===== src/rtl/custom_sync_fifo.sv =====
// rtl/custom_sync_fifo.sv - single-clock FIFO with flags, ack/err pulses, count and flush; SYNC_FIFO_FWFT_EN selects first-word-fall-through
module custom_sync_fifo #(
   parameter int SIZE      = 32,
   parameter int DEPTH     = 16,
   parameter int AF_THRESH = 14,
   parameter int AE_THRESH = 2,
   localparam int CW       = $clog2(DEPTH) + 1
) (
   input  logic            clk_i,
   input  logic            rst_n_i,
   input  logic            clr,
   input  logic            wen,
   input  logic [SIZE-1:0] din,
   input  logic            ren,
   output logic [SIZE-1:0] dout,
   output logic            fifo_full,
   output logic            fifo_empty,
   output logic            fifo_almost_full,
   output logic            fifo_almost_empty,
   output logic [CW-1:0]   fifo_count,
   output logic            wr_ack,
   output logic            wr_err,
   output logic            rd_ack,
   output logic            rd_err
);

   localparam int AW = $clog2(DEPTH);

   logic [SIZE-1:0] mem [DEPTH];
   logic [AW-1:0]   wptr;
   logic [AW-1:0]   rptr;
   logic [CW-1:0]   count;
   logic            wr_acc;
   logic            rd_acc;

   // Acceptance and flags are all decided from the registered count; clr overrides requests.
   always_comb begin
      fifo_full         = (count == CW'(DEPTH));
      fifo_empty        = (count == '0);
      fifo_almost_full  = (count >= CW'(AF_THRESH));
      fifo_almost_empty = (count <= CW'(AE_THRESH));
      fifo_count        = count;
      wr_acc            = wen & ~fifo_full & ~clr;
      rd_acc            = ren & ~fifo_empty & ~clr;
   end

   // Storage array, intentionally not reset.
   always_ff @(posedge clk_i) begin
      if (wr_acc) begin
         mem[wptr] <= din;
      end
   end

   // Pointers and occupancy; pointers wrap freely since count alone tracks fullness.
   always_ff @(posedge clk_i or negedge rst_n_i) begin
      if (!rst_n_i) begin
         wptr  <= '0;
         rptr  <= '0;
         count <= '0;
      end else if (clr) begin
         wptr  <= '0;
         rptr  <= '0;
         count <= '0;
      end else begin
         if (wr_acc) wptr <= wptr + AW'(1);
         if (rd_acc) rptr <= rptr + AW'(1);
         case ({wr_acc, rd_acc})
            2'b10:   count <= count + CW'(1);
            2'b01:   count <= count - CW'(1);
            default: count <= count;
         endcase
      end
   end

   // Handshake pulses report the previous cycle's request outcome; a flush reports nothing.
   always_ff @(posedge clk_i or negedge rst_n_i) begin
      if (!rst_n_i) begin
         wr_ack <= 1'b0;
         wr_err <= 1'b0;
         rd_ack <= 1'b0;
         rd_err <= 1'b0;
      end else begin
         wr_ack <= wr_acc;
         wr_err <= wen & fifo_full & ~clr;
         rd_ack <= rd_acc;
         rd_err <= ren & fifo_empty & ~clr;
      end
   end

`ifdef SYNC_FIFO_FWFT_EN
   // Head word is presented continuously; zero while empty so reset state reads as 0.
   always_comb begin
      dout = fifo_empty ? '0 : mem[rptr];
   end
`else
   // Registered read port: loads the head word on an accepted read, otherwise holds.
   always_ff @(posedge clk_i or negedge rst_n_i) begin
      if (!rst_n_i) begin
         dout <= '0;
      end else if (rd_acc) begin
         dout <= mem[rptr];
      end
   end
`endif

endmodule


===== config.mk =====
export PLATFORM = sky130hd
export DESIGN_NAME = custom_sync_fifo
export DESIGN_NICKNAME = d
export VERILOG_FILES = /design/src/rtl/custom_sync_fifo.sv
export SDC_FILE = /design/constraint.sdc
export NUM_CORES = 1
export LEC_CHECK = 0
export BUFFER_PORTS_ARGS = -buffer_cell sky130_fd_sc_hd__buf_2
export CAP_MARGIN = 0
export CORE_MARGIN = 1
export CORE_UTILIZATION = 45
export CTS_BUF_LIST = sky130_fd_sc_hd__clkbuf_2 sky130_fd_sc_hd__clkbuf_4 sky130_fd_sc_hd__clkbuf_8
export CTS_CLUSTER_DIAMETER = 100
export CTS_CLUSTER_SIZE = 30
export DETAILED_ROUTE_END_ITERATION = 12
export PLACE_DENSITY = 0.6
export SYNTH_ARGS = -nofsm -noshare
export SYNTH_HDL_FRONTEND = slang
export SYNTH_SLANG_ARGS = --single-unit

===== constraint.sdc =====
create_clock -name clk_i -period 5.2 [get_ports clk_i]
set_input_delay 1.56 -clock clk_i [delete_from_list [all_inputs] [get_ports clk_i]]
set_output_delay 1.56 -clock clk_i [all_outputs]
set_load 0.03 [all_outputs]

==> flow_summary.ini <==
[timing]
fin_skew_ps = 33.46
fin_tns_setup_ps = 0
report.final.hold_viol_count = 0
setup_viol = 0
whs_ps = 522.1
tightest_slew_ps = 1081
max_freq_ghz = 0.2596
finalCriticalPeriod_ps = 3852
fin_crit_sh = 0.7408
slew_headroom = 0.2794
slew_violations = 0
rsz0062_at_grt = no

[finish]
design_area_um2 = 23300
fin_cells = 1622
drive_above_1_share = 0.3645
antennaDiodeCount = 0
fillers = 3726
nNetsFinal = 1043
syn_to_final_growth_pct = 8.487

[run]
cap_viol_max_count = 0

[worst_setup_path]
crit_path_end_kind = output pin
worst-setup-path-type = reg -> out
critPathLaunchType = flip-flop
crit_fanout = 11
required_ps = 3640
worst-endpoint-arrival_ps = 2290

[place]
dp_hpwl_um = 24250
portBuffers = 81
place.gp.congestion = 0.7715
place_inst = 1581
place_area_um2 = 22820

[yosys]
synthTopCellsByCount = 512 x edfxtp_1, 160 x mux4_2, 49 x dfrtp_1
synth_top_area_cell = edfxtp_1
synthCells = 911
postSynthAreaPerCell_um2 = 23.58
synth-edff-count = 512
syn-num-nets = 955
ys_types = 40
yosysMostFrequentCell = edfxtp_1
syn_area_um2 = 21480
synth_ff_type = edfxtp_1
ys_ff_latch = 561
synth_top_area_share = 0.7158
synth_async_sr_flop_share = 0.08734
yosysSeqAreaShare = 0.7728
ys_warn_count = 0
synth.area.top_cells = edfxtp_1 72%, mux4_2 17%, dfrtp_1 5.7%

[cts]
cts-root-buf = clkbuf_8
post-cts-setup-buffers = 0
cts.clk_slew.worst_paths_ps = 160
clock_latency_ps = 640
cts_tree = built
cts_max_path_buffers = 3
holdBufCountCts = 0
numClockSinks = 561
htreeDepth = 1
cts_buffers = 23
ctsResizeCount = 0

[run_status]
run_status = finished with violations
violations = DRC

[detailed_routing]
post_drt_wl_per_cell_um = 25.61
final_antenna_net_count = 0
vias = 9180
drc_errors = 4
avgViaCountPerCell = 5.660
routed_wl_um = 41540
drtPass1Iterations = 9
first_iter_violations = 910

[global_route]
grt_pass1_vias = 9620
gr-total-overflow = 0
grt_pass1_wl_um = 62840
antenna_found_initial = 0
grt_usage = 0.1769
grt_max_degree = 48

[power]
power_density_nw_per_um2 = 401.9
irDropWorstVdd_v = 0.0002142
p_leak_uw = 0.007259

[floorplan]
start_util = 0.4585
die-area_um2 = 48610
die-width_um = 220.5
ioPinCount = 82
rows = 79
fp.dieH_um = 220.5
fp.coreArea_um2 = 46850

[hold_path]
hp-class = reg -> reg
flip-flops by register name, indices dropped and copies added (netlist names):
| signal | count |
|---|---|
| rd_ack | 1 |
| wptr | 4 |
| rd_err | 1 |
| mem | 512 |
| dout | 32 |
| fifo_count | 5 |
| rptr | 4 |
| wr_ack | 1 |
| wr_err | 1 |
stage by stage:
| stage | setup WS, ps | total power, uW | utilization |
|---|---|---|---|
| CTS | 1309 | 9505 | 0.4974 |
| finish | 1348 | 9365 | 0.4974 |
| global route | 1194 | 9780 | 0.4974 |
| floorplan | 413.1 | 7067 | - |
| detailed placement | 1223 | 7690 | 0.4870 |
| global placement | 1256 | 7675 | 0.4870 |
worst paths after layout:
check                               from        end  slack, ps  cells past startpoint
max                        fifo_count[1]  fifo_full       1350                      3
min                             dout[21]   dout[21]        520                      1
max reg2reg                      rptr[0]   dout[21]       2210                      4
min reg2reg                     dout[21]   dout[21]        520                      1
max in group asynchronous        rst_n_i   dout[21]       3380                      2
min in group asynchronous        rst_n_i    rptr[3]        950                      1
layer usage:
| metal | global-route usage | part of all wire | vias up |
|---|---|---|---|
| li1 | - | - | 3981 |
| met1 | 0.2614 | 0.45 | 4978 |
| met2 | 0.2905 | 0.49 | 189 |
| met3 | 0.01814 | 0.039 | 32 |
| met4 | 0.03218 | 0.013 | 0 |
| met5 | 0 | 0 | - |
area by class of cell:
class | count | area [um^2] | share of cell area
inverter | 7 | 26.28 | 0.001128
sequential | 561 | 16610 | 0.7128
multi-input combinational | 295 | 4716 | 0.2024
tap | 607 | 759.5 | 0.03259
clock inverter | 2 | 36.28 | 0.001557
clock buffer | 39 | 449.2 | 0.01928
timing repair buffer | 111 | 705.7 | 0.03028
where the power goes:
group | total [uW] | switching (uW) | internal [uW] | leakage (uW)
sequential | 5340 | 211 | 5130 | 0.00522
combinational | 2180 | 1140 | 1040 | 0.00178
clock | 1840 | 1270 | 569 | 0.000261
cell families (layout without fill, tap and decap cells):
group / Yosys count / after routing / share of synthesized area
flip-flops: 561 / 561 / 0.7728
multiplexers: 195 / 195 / 0.1859
AND/OR/NAND/NOR: 65 / 65 / 0.01404
buffers and inverters: 55 / 159 / 0.01299
AO/OA/AOI/OAI: 21 / 21 / 0.007282
adder cells (fa/ha/maj): 7 / 7 / 0.004077
XOR/XNOR: 7 / 7 / 0.002854
critical path: stages (launching register included):
cell	delay [ps]
dfrtp_1	530
or4_1	710
nor2_1	200
buf_2	230
placed cells by master, fill, tap and decap left out, drive strengths merged, types with 5 or more instances in the layout:
cell and count:
inv 9, nand3 6, xor2 5, nand2 14, nor2 24, buf 111
dfrtp 49, mux2 32, ha 7, edfxtp 512, mux4 160, nor3 6
a21oi 8, clkbuf 39
Note: power is estimated with default switching activity, not from simulation.
